===== src/rtl/sigmoid_pe_pkg.sv =====
// Shared width defaults and arithmetic helpers for the sigmoid neuron processing element.
package sigmoid_pe_pkg;

    localparam int DEF_LANES      = 4;
    localparam int DEF_W_WIDTH    = 4;
    localparam int DEF_X_WIDTH    = 4;
    localparam int DEF_BIAS_WIDTH = 4;
    localparam int DEF_ACC_WIDTH  = 16;
    localparam int DEF_FRAC_SHIFT = 2;
    localparam int DEF_OUT_WIDTH  = 5;

    // Signed weight times zero-extended activation needs one extra bit.
    function automatic int prod_width(input int w_width, input int x_width);
        return w_width + x_width + 1;
    endfunction

    function automatic int sum_width(input int w_width, input int x_width, input int lanes);
        return prod_width(w_width, x_width) + $clog2(lanes);
    endfunction

    // Hard sigmoid: (z >>> 1) recentred on mid-scale, clamped to the output range.
    function automatic logic [31:0] sigmoid_clamp(input logic signed [63:0] z,
                                                  input int out_width);
        logic signed [63:0] y;
        logic signed [63:0] y_max;
        y     = (z >>> 1) + (64'sd1 <<< (out_width - 1));
        y_max = (64'sd1 <<< out_width) - 64'sd1;
        if (y < 0)
            return '0;
        else if (y > y_max)
            return y_max[31:0];
        else
            return y[31:0];
    endfunction

endpackage


===== src/rtl/sigmoid_pe_adder_tree.sv =====
// Registered sign-extending reduction of LANES signed products, with a sideband
// word carried alongside so the caller can keep control bits aligned.
module sigmoid_pe_adder_tree #(
    parameter int LANES     = 4,
    parameter int IN_WIDTH  = 9,
    parameter int SB_WIDTH  = 1,
    parameter int SUM_WIDTH = IN_WIDTH + $clog2(LANES)
) (
    input  logic                          clk,
    input  logic                          rst,
    input  logic                          en,
    input  logic                          flush,
    input  logic                          in_valid,
    input  logic [LANES*IN_WIDTH-1:0]     in_data,
    input  logic [SB_WIDTH-1:0]           in_sb,
    output logic                          out_valid,
    output logic signed [SUM_WIDTH-1:0]   out_sum,
    output logic [SB_WIDTH-1:0]           out_sb
);

    logic signed [IN_WIDTH-1:0]  lane;
    logic signed [SUM_WIDTH-1:0] sum_next;

    always_comb begin
        lane     = '0;
        sum_next = '0;
        for (int i = 0; i < LANES; i++) begin
            lane     = in_data[i*IN_WIDTH +: IN_WIDTH];
            sum_next = sum_next + SUM_WIDTH'(lane);
        end
    end

    always_ff @(posedge clk) begin
        if (rst) begin
            out_valid <= 1'b0;
            out_sum   <= '0;
            out_sb    <= '0;
        end else if (flush) begin
            out_valid <= 1'b0;
        end else if (en) begin
            out_valid <= in_valid;
            out_sum   <= sum_next;
            out_sb    <= in_sb;
        end
    end

endmodule


===== src/rtl/sigmoid_neuron_pe.sv =====
// Pipelined neuron PE: multiply, adder tree, accumulate, bias add and hard sigmoid.
// Build option SIGMOID_PE_ACC_SAT_EN: saturating accumulator plus sticky acc_sat output.
module sigmoid_neuron_pe
    import sigmoid_pe_pkg::*;
#(
    parameter int LANES      = DEF_LANES,
    parameter int W_WIDTH    = DEF_W_WIDTH,
    parameter int X_WIDTH    = DEF_X_WIDTH,
    parameter int BIAS_WIDTH = DEF_BIAS_WIDTH,
    parameter int ACC_WIDTH  = DEF_ACC_WIDTH,
    parameter int FRAC_SHIFT = DEF_FRAC_SHIFT,
    parameter int OUT_WIDTH  = DEF_OUT_WIDTH
) (
    input  logic                        clk,
    input  logic                        rst,
    input  logic                        in_valid,
    output logic                        in_ready,
    input  logic                        in_last,
    input  logic [LANES*W_WIDTH-1:0]    weights,
    input  logic [LANES*X_WIDTH-1:0]    acts,
    input  logic [BIAS_WIDTH-1:0]       bias,
    input  logic                        clear,
    output logic                        out_valid,
    input  logic                        out_ready,
    output logic [OUT_WIDTH-1:0]        out
`ifdef SIGMOID_PE_ACC_SAT_EN
    ,
    output logic                        acc_sat
`endif
);

    localparam int PW = prod_width(W_WIDTH, X_WIDTH);
    localparam int SW = sum_width(W_WIDTH, X_WIDTH, LANES);
    localparam int ZW = ACC_WIDTH + 1;

    logic stall;

    assign stall    = out_valid && !out_ready;
    assign in_ready = !stall && !rst;

    logic signed [PW-1:0]  w_ext;
    logic signed [PW-1:0]  a_ext;
    logic signed [PW-1:0]  p_lane;
    logic [LANES*PW-1:0]   prod_next;

    always_comb begin
        w_ext     = '0;
        a_ext     = '0;
        p_lane    = '0;
        prod_next = '0;
        for (int i = 0; i < LANES; i++) begin
            w_ext  = PW'(signed'(weights[i*W_WIDTH +: W_WIDTH]));
            a_ext  = PW'({1'b0, acts[i*X_WIDTH +: X_WIDTH]});
            p_lane = w_ext * a_ext;
            prod_next[i*PW +: PW] = p_lane;
        end
    end

    logic                  s1_valid;
    logic [LANES*PW-1:0]   s1_prod;
    logic                  s1_last;
    logic [BIAS_WIDTH-1:0] s1_bias;

    // A beat offered alongside clear is dropped: clear wins over the capture.
    always_ff @(posedge clk) begin
        if (rst) begin
            s1_valid <= 1'b0;
            s1_prod  <= '0;
            s1_last  <= 1'b0;
            s1_bias  <= '0;
        end else if (clear) begin
            s1_valid <= 1'b0;
        end else if (!stall) begin
            s1_valid <= in_valid;
            s1_prod  <= prod_next;
            s1_last  <= in_last;
            s1_bias  <= bias;
        end
    end

    logic                    s2_valid;
    logic signed [SW-1:0]    s2_sum;
    logic [BIAS_WIDTH:0]     s2_sb;

    sigmoid_pe_adder_tree #(
        .LANES     (LANES),
        .IN_WIDTH  (PW),
        .SB_WIDTH  (BIAS_WIDTH + 1),
        .SUM_WIDTH (SW)
    ) u_adder_tree (
        .clk       (clk),
        .rst       (rst),
        .en        (!stall),
        .flush     (clear),
        .in_valid  (s1_valid),
        .in_data   (s1_prod),
        .in_sb     ({s1_last, s1_bias}),
        .out_valid (s2_valid),
        .out_sum   (s2_sum),
        .out_sb    (s2_sb)
    );

    logic                          s2_last;
    logic signed [BIAS_WIDTH-1:0]  s2_bias;

    assign s2_last = s2_sb[BIAS_WIDTH];
    assign s2_bias = s2_sb[BIAS_WIDTH-1:0];

    logic signed [ACC_WIDTH-1:0] acc;
    logic                        first;
    logic signed [ACC_WIDTH-1:0] sum_ext;
    logic signed [ACC_WIDTH-1:0] acc_base;
    logic signed [ACC_WIDTH-1:0] total;
    logic signed [ACC_WIDTH-1:0] total_shr;
    logic signed [ZW-1:0]        z;
    logic [OUT_WIDTH-1:0]        out_next;

`ifdef SIGMOID_PE_ACC_SAT_EN
    localparam logic signed [ACC_WIDTH-1:0] ACC_MAX = {1'b0, {(ACC_WIDTH-1){1'b1}}};
    localparam logic signed [ACC_WIDTH-1:0] ACC_MIN = {1'b1, {(ACC_WIDTH-1){1'b0}}};
    logic signed [ZW-1:0] total_full;
    logic                 total_ovf;
`endif

    always_comb begin
        sum_ext  = ACC_WIDTH'(s2_sum);
        acc_base = first ? '0 : acc;
`ifdef SIGMOID_PE_ACC_SAT_EN
        total_full = ZW'(acc_base) + ZW'(sum_ext);
        total_ovf  = total_full[ACC_WIDTH] != total_full[ACC_WIDTH-1];
        if (total_ovf)
            total = total_full[ACC_WIDTH] ? ACC_MIN : ACC_MAX;
        else
            total = total_full[ACC_WIDTH-1:0];
`else
        total = acc_base + sum_ext;
`endif
        total_shr = total >>> FRAC_SHIFT;
        z         = ZW'(total_shr) + ZW'(s2_bias);
        out_next  = OUT_WIDTH'(sigmoid_clamp(64'(z), OUT_WIDTH));
    end

    // clear resets the running neuron but leaves a presented result alone.
    always_ff @(posedge clk) begin
        if (rst) begin
            acc       <= '0;
            first     <= 1'b1;
            out_valid <= 1'b0;
            out       <= '0;
`ifdef SIGMOID_PE_ACC_SAT_EN
            acc_sat   <= 1'b0;
`endif
        end else begin
            if (out_valid && out_ready)
                out_valid <= 1'b0;
            if (clear) begin
                acc     <= '0;
                first   <= 1'b1;
`ifdef SIGMOID_PE_ACC_SAT_EN
                acc_sat <= 1'b0;
`endif
            end else if (!stall && s2_valid) begin
                if (s2_last) begin
                    out       <= out_next;
                    out_valid <= 1'b1;
                    acc       <= '0;
                    first     <= 1'b1;
                end else begin
                    acc   <= total;
                    first <= 1'b0;
                end
`ifdef SIGMOID_PE_ACC_SAT_EN
                if (total_ovf)
                    acc_sat <= 1'b1;
`endif
            end
        end
    end

endmodule


===== config.mk =====
export PLATFORM = sky130hd
export DESIGN_NAME = sigmoid_neuron_pe
export DESIGN_NICKNAME = d
export VERILOG_FILES = /design/src/rtl/sigmoid_pe_pkg.sv /design/src/rtl/sigmoid_pe_adder_tree.sv /design/src/rtl/sigmoid_neuron_pe.sv
export SDC_FILE = /design/constraint.sdc
export NUM_CORES = 1
export LEC_CHECK = 0
export BUFFER_PORTS_ARGS = -buffer_cell sky130_fd_sc_hd__buf_2
export CAP_MARGIN = 20
export CORE_ASPECT_RATIO = 1.2
export CORE_MARGIN = 3
export CORE_UTILIZATION = 40
export DETAILED_ROUTE_END_ITERATION = 10
export PLACE_DENSITY = 0.6
export SKIP_CTS_REPAIR_TIMING = 1
export SLEW_MARGIN = 20
export SYNTH_ARGS = -nofsm -noshare
export SYNTH_HDL_FRONTEND = slang
export SYNTH_SLANG_ARGS = --single-unit

===== constraint.sdc =====
create_clock -name clk -period 5.4 [get_ports clk]
set_input_delay 1.08 -clock clk [delete_from_list [all_inputs] [get_ports clk]]
set_output_delay 1.08 -clock clk [all_outputs]
set_load 0.01 [all_outputs]

After elaboration in Yosys (flattened, before gate mapping)
Cells that the tools add are included.
{"block": "classes", "n_mux": 9, "add_sub_neg": 6, "n_lt_le_gt_ge": 2, "bitwise": 2, "reduce_logical": 10, "n_mul": 4}
{"op": "$mul 4x5->9", "count": 4}
{"op": "$mux 16", "count": 2}
{"op": "$add 16x11->16", "count": 1}
{"op": "$add 14x4->15", "count": 1}
{"op": "$add 14x6->15 const B", "count": 1}
{"op": "$gt 15x6->1 const B", "count": 1}
{"op": "$lt 15x1->1 const B", "count": 1}
{"op": "$add 10x9->11", "count": 1}
{"op": "$add 11x9->11", "count": 1}
{"op": "$add 9x9->10", "count": 1}
{"op": "$mux 5", "count": 2}
{"op": "$mux 1", "count": 5}
{"op": "$logic_and 1x1->1", "count": 4}
{"op": "$logic_not 1->1", "count": 3}
{"op": "$reduce_and 3->1", "count": 1}
{"op": "$not 1->1", "count": 2}
{"op": "$reduce_and 2->1", "count": 1}
{"op": "$reduce_or 2->1", "count": 1}
{"block": "totals", "regBits": 82, "out_inout_bits": 7, "input_bits": 42}

Logic depth before layout (Yosys ltp)
Gate-level depths: netlist of the first run.
{"block": "logic_depth", "depth_word": 7, "mapped_depth": 25, "depth_no_buf": 25}

Cells and area by module
Synthesis of the first run repeated with hierarchy kept, for this count alone.
{"block": "hier_totals", "hier_cells": 936, "hier_area_um2": 7578.5}
{"module": "sigmoid_neuron_pe", "instances": 1, "area_per_inst_um2": 6045.8, "cells_each": 753, "seq_area_each_um2": 1301.2}
{"module": "sigmoid_pe_adder_tree", "instances": 1, "area_per_inst_um2": 1532.7, "cells_each": 183, "seq_area_each_um2": 340.3}

Worst setup path after synthesis of the first run
OpenSTA, ideal clock, no wires.
{"block": "synth_timing", "kind": "register to register", "from": "register first", "to": "register out[4]", "path_slack_ns": -0.119, "arrival_ns": 5.405, "path_buffers": 1, "period_less_slack_ns": 5.519, "setup_time_ns": 0.114, "path_stages_with_launch": 26, "cell_sequence": "dfxtp_1 > nand2b_1 > inv_1 > ha_1 > a21o_1 > a21oi_1 > o21ai_0 > o31a_1 > a21oi_1 > xnor2_1 > ha_1 > buf_2 > nand3_1 > o2111ai_1 > xor2_1 > ha_1 > inv_1 > or4_1 > o221ai_1 > a311oi_1 > or4b_4 > or3_4 > a211o_1 > a211oi_2 > a21oi_1 > a21o_1"}
{"block": "synth_between", "elab_chain_cells": 7}
{"item": "from (decl)", "line": "sigmoid_neuron_pe.sv:110", "text": "logic first;"}
{"item": "from (signal assigned)", "line": "sigmoid_neuron_pe.sv:147", "text": "first <= 1'b1;"}
{"item": "from (signal assigned)", "line": "sigmoid_neuron_pe.sv:158", "text": "first <= 1'b1;"}
{"item": "from (signal assigned)", "line": "sigmoid_neuron_pe.sv:167", "text": "first <= 1'b1;"}
{"item": "$mux 16 *", "line": "sigmoid_neuron_pe.sv:127", "text": "acc_base = first ? '0 : acc;"}
{"item": "$add 16x11->16 *", "line": "sigmoid_neuron_pe.sv:136", "text": "total = acc_base + sum_ext;"}
{"item": "$add 14x4->15 *", "line": "sigmoid_neuron_pe.sv:139", "text": "z = ZW'(total_shr) + ZW'(s2_bias);"}
{"item": "$add 14x6->15 *", "line": "sigmoid_pe_pkg.sv:26", "text": "y = (z >>> 1) + (64'sd1 <<< (out_width - 1));"}
{"item": "$gt 15x6->1", "line": "sigmoid_pe_pkg.sv:30", "text": "else if (y > y_max)"}
{"item": "$mux 5", "line": "sigmoid_pe_pkg.sv:30"}
{"item": "$mux 5 *", "line": "sigmoid_pe_pkg.sv:28", "text": "if (y < 0)"}
{"item": "to (signal assigned)", "line": "sigmoid_neuron_pe.sv:164", "text": "out <= out_next;"}
{"item": "to (decl)", "line": "sigmoid_neuron_pe.sv:25", "text": "output logic [OUT_WIDTH-1:0] out"}
Mark *: on every way between the ends. The rest lies on a longest branch, timed or not.
A chain may end at the register's enable or synchronous reset.

Final worst setup path of the first run
{"block": "layout_timing", "from": "register first", "to": "register out[0]"}
The elaborated chain is that of the path after synthesis.

==> results of run 1 <==
[flip-flops by register name, summed over array words and instances (netlist names)]
name,cells
out_valid,1
u_adder_tree.out_sb,5
s1_bias,4
s1_prod,36
s1_valid,1
acc,16
out,5
u_adder_tree.out_valid,1
first,1
s1_last,1
u_adder_tree.out_sum,11
[layer usage]
| metal | vias to the layer above | global-route usage (%) | wire [um] |
|---|---|---|---|
| li1 | 3173 | - | - |
| met1 | 2900 | 19.5 | 6780 |
| met2 | 41 | 31.3 | 8820 |
| met3 | 20 | 1.93 | 219 |
| met4 | 0 | 5.54 | 298 |
| met5 | - | 0 | 0 |
[cells by family after synthesis]
| group | after synthesis | synth area share (%) |
|---|---|---|
| compound gates | 189 | 16.3 |
| xor+xnor | 49 | 5.83 |
| fa+ha+maj | 151 | 29.9 |
| buf+inv | 108 | 5.55 |
| flops | 82 | 22.3 |
| simple gates | 315 | 20.2 |
[critical path: cells and delay by family, from the launching register on]
family / cells / cell delay [ns]
AND/OR/NAND/NOR: 8 / 2.13
AO/OA/AOI/OAI: 10 / 1.43
adder cells (fa/ha/maj): 4 / 1.06
flip-flops: 1 / 0.36
buffers and inverters: 3 / 0.22
XOR/XNOR: 1 / 0.21
[placed cells by master (no fill, tap or decap), types with 12 or more instances in the layout]
cell type  instances
nand3_1           18
buf_4             45
and2_1            26
a21o_1            20
xnor2_1           33
xor2_1            14
nor2b_1           20
nand2_1          140
a21oi_1           84
fa_1              40
o21ai_0           15
inv_1             77
dfxtp_1           80
nor2_1            56
nand2b_1          13
ha_1             105
buf_2             48
a22oi_1           12
[Yosys cell counts (all sizes together) (2+ instances only)]
cell	instances
o2111ai	4
and3b	2
clkbuf	27
a22oi	12
nor2b	23
dfxtp	82
and2	26
nor3	9
nor3b	4
or4	2
o211ai	6
a21o	20
nand3	18
a21boi	2
ha	110
nand2b	16
xor2	15
nand4	2
buf	2
o21a	3
a21oi	88
nand2	140
fa	41
nor2	57
or2	4
o21bai	5
a311oi	3
or3	2
o21ai	21
o41ai	3
inv	79
a211oi	8
and3	3
xnor2	34
[worst paths after layout]
path / start / end / slack, ns
max: first / out[0] / -0.1
min: out[0] / out[0] / 0.45
max reg2reg: first / out[0] / -0.1
min reg2reg: out[0] / out[0] / 0.45
[per-stage QoR]
step / cells / hold slack [ns] / TNS [ns]
floorplan: 894 / 0.432 / 0
global placement: 1174 / 0.437 / -0.607
detailed placement: 1174 / 0.440 / -1.39
CTS: 1190 / 0.455 / -1.41
global route: 1196 / 0.471 / -1.80
finish: 1196 / 0.449 / -0.439
[power by group]
group	switching, W	internal (W)	total (W)
logic	0.000477	0.000442	0.000920
clock network	0.000263	0.000424	0.000687
registers	0.0000484	0.000655	0.000704
[area by class of cell]
type,instances,area share (%)
multi-input combinational,704,63.5
sequential,82,19.0
timing repair buffer,95,6.95
inverter,79,3.43
tap,220,3.18
clock buffer,10,2.76
clock inverter,6,1.11
==> run metrics, run 1 <==
Clock Root Buffer clkbuf_16; Die ar. between 20000 and 25000 um^2; failing checks setup timing; Clk pin slew, worst setup/hold paths 0.06 ns; Core ar. 17800 um^2; Avg Synthesized Cell Area 8.23 um^2; site row count 53; Tcrit/Tclk final 102%; Max Slew Vio Count 0; Vias/cell 5.13; min-delay worst type flop to flop; Initial Util 41.4%; largest net degree at the start of global routing 53; multi-input logic area 5490 um^2; synth top area cells dfxtp_1 22%, ha_1 19%, fa_1 11%; cts bufs inserted 9; CP max stage delay 0.53 ns; Final ANT Viol Nets 0; crit path max fanout 5; Max Root-Sink Buffers 2; critical path's slowest cell or4b_4; Fmax achieved 0.182 GHz; total global routing overflow 0; Post-Syn Area 7360 um^2; gr usage total between 15 and 20%; chip height between 150 and 200 um; Post-Syn Nets 1087; Die Wd around 130 um; max-cap viol count 0; Final Util between 40 and 50%; Fillers around 1800; first-pass GRT wire length about 28000 um; type of the worst setup path flop to flop; drt total wl 16100 um; pre-CTS setup slack -0.308 ns; Initial DRC Count about 200; average wire per standard cell 13.5 um; EDFF count, synth 0; Synth top area share between 20% and 30%; Synth Instances between 800 and 900; Fin. Hold Viols 0; Power Total roughly 0.0023 W; routability cong. 0.820; sequential fraction of the synthesis area 22.3%; register area 1650 um^2; # nets final about 1200; RSZ-0062 raised after global routing yes; HPWL after DPL 12900 um; min Tclk post-route 5.50 ns; Peak supply drop between 0.00015 and 0.0002 V; WHS Path Cells 2; run status complete, but fails checks; # port buffers 48; router iterations before antenna repair 4; Post-synth ARST share 0%; dpl cell area 8100 um^2; P_leak 4.13 nW; Synthesis Warnings 0; setup violators final 5; #FFs+latches synth 82; Synth Flop Type dfxtp_1; ANT cells 0; via total after detailed routing 6134; CP Launch Type flop; Worst EP arrival 5.73 ns; final clock skew 0.00863 ns; H-tree depth 3; Slew @ Worst Pin 0.882 ns; Worst-Skew Late Latency 0.34 ns; CTS tree yes; Rel. slew slack 41.0%; initial antenna violation count 0; drt drc 0; share of cells above drive strength 1 15.8%; clock sink total 82; Synth area leader dfxtp_1; final setup margin -0.0980 ns; Syn-to-layout area delta 17.5%; vias in the first global route 6029; Ports 49; power density over cell area 267 nW/um^2; data required time of the worst path 5.63 ns; Worst Setup End Kind flop; count of different cell masters after synthesis 60; Crit path top cell by count ha_2; area of all placed cells without fillers 8640 um^2; R2R depth 26
Power figures use the tool's default switching activity.
==> run 2: changes to the inputs <==
- CORE_ASPECT_RATIO: 1.2 -> default
==> run 2 against run 1 <==
Net effect:
- the run still ends with setup timing left
- sequential share of layout area grew 0.072 points
- first-iteration DRC count grew 1.5%
- final area shrank 0.38%
- largest cell class unchanged
- largest power group unchanged
==> run metrics, run 2 (synthesis gave the netlist of run 1 again) <==
Core ar. 17700 um^2 (was 17800 um^2); Fillers 1767 (was 1822); RSZ-0062 raised after global routing yes (unchanged); Worst-Skew Late Latency 0.34 ns (about the same); Worst EP arrival 5.80 ns (was 5.73 ns); min Tclk post-route 5.57 ns (was 5.50 ns); register with the most flip-flops s1_prod (unchanged); Die Wd 142 um (was 130 um); chip height 142 um (was 155 um); placed cells 1170 (was 1174); site row count 48 (was 53); largest net degree at the start of global routing 64 (was 53); Clock Root Buffer clkbuf_16 (unchanged); setup tns final -0.811 ns (was -0.439 ns); failing checks setup timing (unchanged); setup violators final 5 (unchanged); cts bufs inserted 9 (unchanged); first-pass GRT wire length 26700 um (was 27600 um); Max Root-Sink Buffers 2 (unchanged); final clock skew 0.00654 ns (was 0.00863 ns); clock sink total 82 (unchanged); Syn-to-layout area delta 17.1% (was 17.5%); commonest non-fill, non-tap cells in the layout 140 x nand2_1, 105 x ha_1, 83 x a21oi_1 (was 140 x nand2_1, 105 x ha_1, 84 x a21oi_1); routability cong. 0.815 (was 0.820); largest registers s1_prod (36), acc (16), u_adder_tree.out_sum (11) (unchanged); Final Util 48.8% (was 48.6%); Vias/cell 5.05 (was 5.13); Fmax achieved 0.179 GHz (was 0.182 GHz); share of cells above drive strength 1 15.3% (was 15.8%); CTS tree yes (unchanged); Slew @ Worst Pin 1.03 ns (was 0.882 ns); crit path max fanout 6 (was 5); router iterations before antenna repair 4 (unchanged); # nets final 1159 (was 1164); drt total wl 15500 um (was 16100 um); H-tree depth 3 (unchanged); total global routing overflow 0 (unchanged); vias in the first global route 5858 (was 6029); via total after detailed routing 6036 (was 6134); Initial DRC Count 201 (was 198); data required time of the worst path 5.63 ns (about the same); P_leak 4.09 nW (was 4.13 nW); Ports 49 (unchanged); most common cell after layout, fill and taps aside nand2_1 (unchanged); Final ANT Viol Nets 0 (unchanged); gr usage total 15.9% (was 16.7%); min-delay worst type flop to flop (unchanged); max-cap viol count 0 (unchanged); run status complete, but fails checks (unchanged); Rel. slew slack 31.1% (was 41.0%); final setup margin -0.174 ns (was -0.0980 ns); Initial Util 41.7% (was 41.4%); drt drc 0 (unchanged); Die ar. 20100 um^2 (about the same); Clk pin slew, worst setup/hold paths 0.06 ns (about the same); Max Slew Vio Count 0 (unchanged); type of the worst setup path flop to flop (unchanged); # port buffers 48 (unchanged); Peak supply drop 0.000203 V (was 0.000152 V); ANT cells 0 (unchanged); Worst Setup End Kind flop (unchanged); CP Launch Type flop (unchanged); average wire per standard cell 12.9 um (was 13.5 um); Largest register FFs 36 (unchanged); initial antenna violation count 0 (unchanged); Tcrit/Tclk final 103% (was 102%); post-route insts no fill 1196 (unchanged); Fin. Hold Viols 0 (unchanged); HPWL after DPL 11800 um (was 12900 um); power density over cell area 261 nW/um^2 (was 267 nW/um^2)
run 2: layout make-up:
class / instances / area (um^2) / share of cell area [%]
multi-input combinational: 704 / 5520 / 64.1
clock inverter: 5 / 52.6 / 0.610
timing repair buffer: 90 / 563 / 6.54
inverter: 79 / 297 / 3.44
sequential: 82 / 1650 / 19.1
clock buffer: 11 / 253 / 2.93
tap: 225 / 282 / 3.27
run 2: stage by stage:
stage	hold slack (ns)	area (um^2)	power, W	setup WS, ns
finish	0.442	8610	0.00224	-0.174
global route	0.462	8610	0.00243	-0.380
CTS	0.444	8340	0.00219	-0.289
detailed placement	0.436	8040	0.00155	-0.273
global placement	0.435	8040	0.00154	-0.159
floorplan	0.432	7380	0.00134	0.0198
run 2: per-layer routing:
layer  part of all wire, %  global-route usage [%]  vias up
met5                     0                       0        -
met4                   1.7                    5.30        0
met3                   1.9                    2.33       18
met2                    49                    27.2       50
met1                    48                    20.5     2809
li1                      -                       -     3159
run 2: final timing paths:
check	depth (start not counted)	to	slack [ns]	from
min	2	out[1]	0.44	out[1]
max	25	out[3]	-0.17	first
max reg2reg	25	out[3]	-0.17	first
min reg2reg	2	out[1]	0.44	out[1]
run 2: report_power, final:
| group | leakage, nW | switching, W | internal (W) |
|---|---|---|---|
| clock | 0.151 | 0.000249 | 0.000381 |
| combinational | 3.27 | 0.000475 | 0.000440 |
| sequential | 0.671 | 0.0000439 | 0.000656 |
| total | 4.09 | 0.000768 | 0.00148 |
run 2: critical path, cell delays in order (launching register included):
cell      delay (ns)
dfxtp_4         0.37
nand2b_4        0.13
inv_2           0.04
ha_4            0.22
a21o_1          0.16
a21oi_2         0.17
o21ai_2         0.09
o31a_1          0.31
a21oi_2         0.18
xnor2_2         0.17
ha_4            0.27
buf_6           0.13
inv_1           0.11
nand3_1         0.09
o211ai_1        0.27
ha_2            0.26
inv_1           0.04
or4_4           0.51
o221ai_4        0.07
a311oi_2        0.06
or4b_4          0.56
or3_4           0.40
a211o_1         0.30
a211oi_4        0.30
nor2b_1         0.17
o21ai_1         0.07
==> run 3: changes to the inputs <==
- RECOVER_POWER: default -> 25
==> run 3 against run 2 <==
Net effect:
- the run ends with capacitance limit, slew limit, setup timing left
- register-to-register slack about the same
- maximum frequency is essentially flat
- sequential cell count did not move
- global-route usage stayed put
- critical path type unchanged
==> run metrics, run 3 (synthesis gave the netlist of run 1 again) <==
run status complete, but fails checks (unchanged); failing checks capacitance limit, slew limit, setup timing (was setup timing); Fillers 1772 (was 1767); H-tree depth 3 (unchanged); ANT cells 0 (unchanged); Die ar. 20100 um^2 (unchanged); share of cells above drive strength 1 14.6% (was 15.3%); area of all placed cells without fillers 8600 um^2 (was 8610 um^2); worst hold margin 0.447 ns (was 0.442 ns); register area 1650 um^2 (unchanged); Ports 49 (unchanged); Fmax achieved 0.179 GHz (about the same); register with the most flip-flops s1_prod (unchanged); Peak supply drop 0.000203 V (about the same); cts bufs inserted 9 (unchanged); Fin. Hold Viols 0 (unchanged); Core ar. 17700 um^2 (unchanged); Max Root-Sink Buffers 2 (unchanged); via total after detailed routing 6039 (was 6036); drt drc 0 (unchanged); Clk pin slew, worst setup/hold paths 0.06 ns (about the same); largest registers s1_prod (36), acc (16), u_adder_tree.out_sum (11) (unchanged); Worst Setup End Kind flop (unchanged); chip height 142 um (unchanged); Die Wd 142 um (unchanged); CTS tree yes (unchanged); Power Total 0.00224 W (about the same); first-pass GRT wire length 26700 um (unchanged); Top Family by Delay on Critical Path compound AO/OA/AOI/OAI gates (unchanged); placed cells 1170 (unchanged); average wire per standard cell 12.9 um (about the same); post-route insts no fill 1196 (unchanged); Largest register FFs 36 (unchanged); type of the worst setup path flop to flop (unchanged); commonest non-fill, non-tap cells in the layout 140 x nand2_1, 105 x ha_1, 83 x a21oi_1 (unchanged); min-delay worst type flop to flop (unchanged); RSZ-0062 raised after global routing yes (unchanged); power density over cell area 261 nW/um^2 (about the same); setup violators final 5 (unchanged); most common cell after layout, fill and taps aside nand2_1 (unchanged); total global routing overflow 0 (unchanged); Vias/cell 5.05 (about the same); Max Slew Vio Count 53 (was 0); Worst-Skew Late Latency 0.34 ns (about the same); pre-CTS setup slack -0.273 ns (unchanged); HPWL after DPL 11800 um (unchanged); Tcrit/Tclk final 103% (about the same); Initial Util 41.7% (unchanged); Initial DRC Count 193 (was 201); Syn-to-layout area delta 16.9% (was 17.1%); max-cap viol count 1 (was 0); data required time of the worst path 5.63 ns (about the same); site row count 48 (unchanged); gr usage total 15.9% (unchanged); router iterations before antenna repair 4 (unchanged); CP Launch Type flop (unchanged); WP buf/inv 4 (unchanged); vias in the first global route 5858 (unchanged); largest net degree at the start of global routing 64 (unchanged); crit path max fanout 6 (unchanged); Clock Root Buffer clkbuf_16 (unchanged); final setup margin -0.173 ns (was -0.174 ns); clock sink total 82 (unchanged); # nets final 1159 (unchanged); P_leak 4.06 nW (was 4.09 nW); final clock skew 0.00654 ns (about the same); dpl cell area 8040 um^2 (unchanged); initial antenna violation count 0 (unchanged); Rel. slew slack -57.0% (was 31.1%); Slew @ Worst Pin 2.36 ns (was 1.03 ns); Final ANT Viol Nets 0 (unchanged); Worst EP arrival 5.80 ns (about the same); # port buffers 48 (unchanged); drt total wl 15500 um (about the same); routability cong. 0.815 (unchanged); critical path's slowest cell or4b_4 (unchanged); CP max stage delay 0.56 ns (about the same); min Tclk post-route 5.57 ns (about the same); multi-input logic area 5520 um^2 (unchanged)
[run 3: final timing paths]
check                             from     end  slack [ns]  depth (start not counted)
worst min-delay path            out[1]  out[1]        0.45                          2
worst max register to register   first  out[3]       -0.17                         25
worst max-delay path             first  out[3]       -0.17                         25
worst min register to register  out[1]  out[1]        0.45                          2
[run 3: area by class of cell]
| type | instances | area share, % |
|---|---|---|
| Tap cell | 225 | 3.27 |
| Clock buffer | 11 | 2.94 |
| Multi-Input combinational cell | 704 | 64.2 |
| Timing Repair Buffer | 90 | 6.42 |
| Clock inverter | 5 | 0.611 |
| Sequential cell | 82 | 19.1 |
| Inverter | 79 | 3.45 |
[run 3: per-layer routing]
metal  GRT usage, %  share of wire, %  vias to the layer above
li1               -                 -                     3159
met2           27.2                49                       50
met3           2.33               1.9                       18
met5              0                 0                        -
met4           5.30               1.7                        0
met1           20.5                48                     2812
[run 3: worst register-to-register path, stage by stage, from the launching register on]
cell,delay (ns)
dfxtp_4,0.37
nand2b_4,0.13
inv_2,0.04
ha_4,0.22
a21o_1,0.16
a21oi_2,0.17
o21ai_2,0.09
o31a_1,0.31
a21oi_2,0.18
xnor2_2,0.17
ha_4,0.27
buf_6,0.13
inv_1,0.11
nand3_1,0.10
o211ai_1,0.27
ha_2,0.26
inv_1,0.04
or4_4,0.52
o221ai_4,0.08
a311oi_2,0.06
or4b_4,0.56
or3_4,0.40
a211o_1,0.30
a211oi_4,0.30
nor2b_1,0.17
o21ai_1,0.07
[run 3: stage by stage]
step                      TNS (ns)  utilization [%]
after floorplan                  0                -
after global placement      -0.671             45.5
after detailed placement     -1.27             45.5
after CTS                    -1.35             47.3
after global routing         -1.81             48.7
final                       -0.809             48.7
[run 3: where the power goes]
part	total (W)	switching [W]	internal, W
combinational	0.000915	0.000475	0.000440
sequential	0.000699	0.0000439	0.000656
clock	0.000630	0.000249	0.000381
total	0.00224	0.000768	0.00148
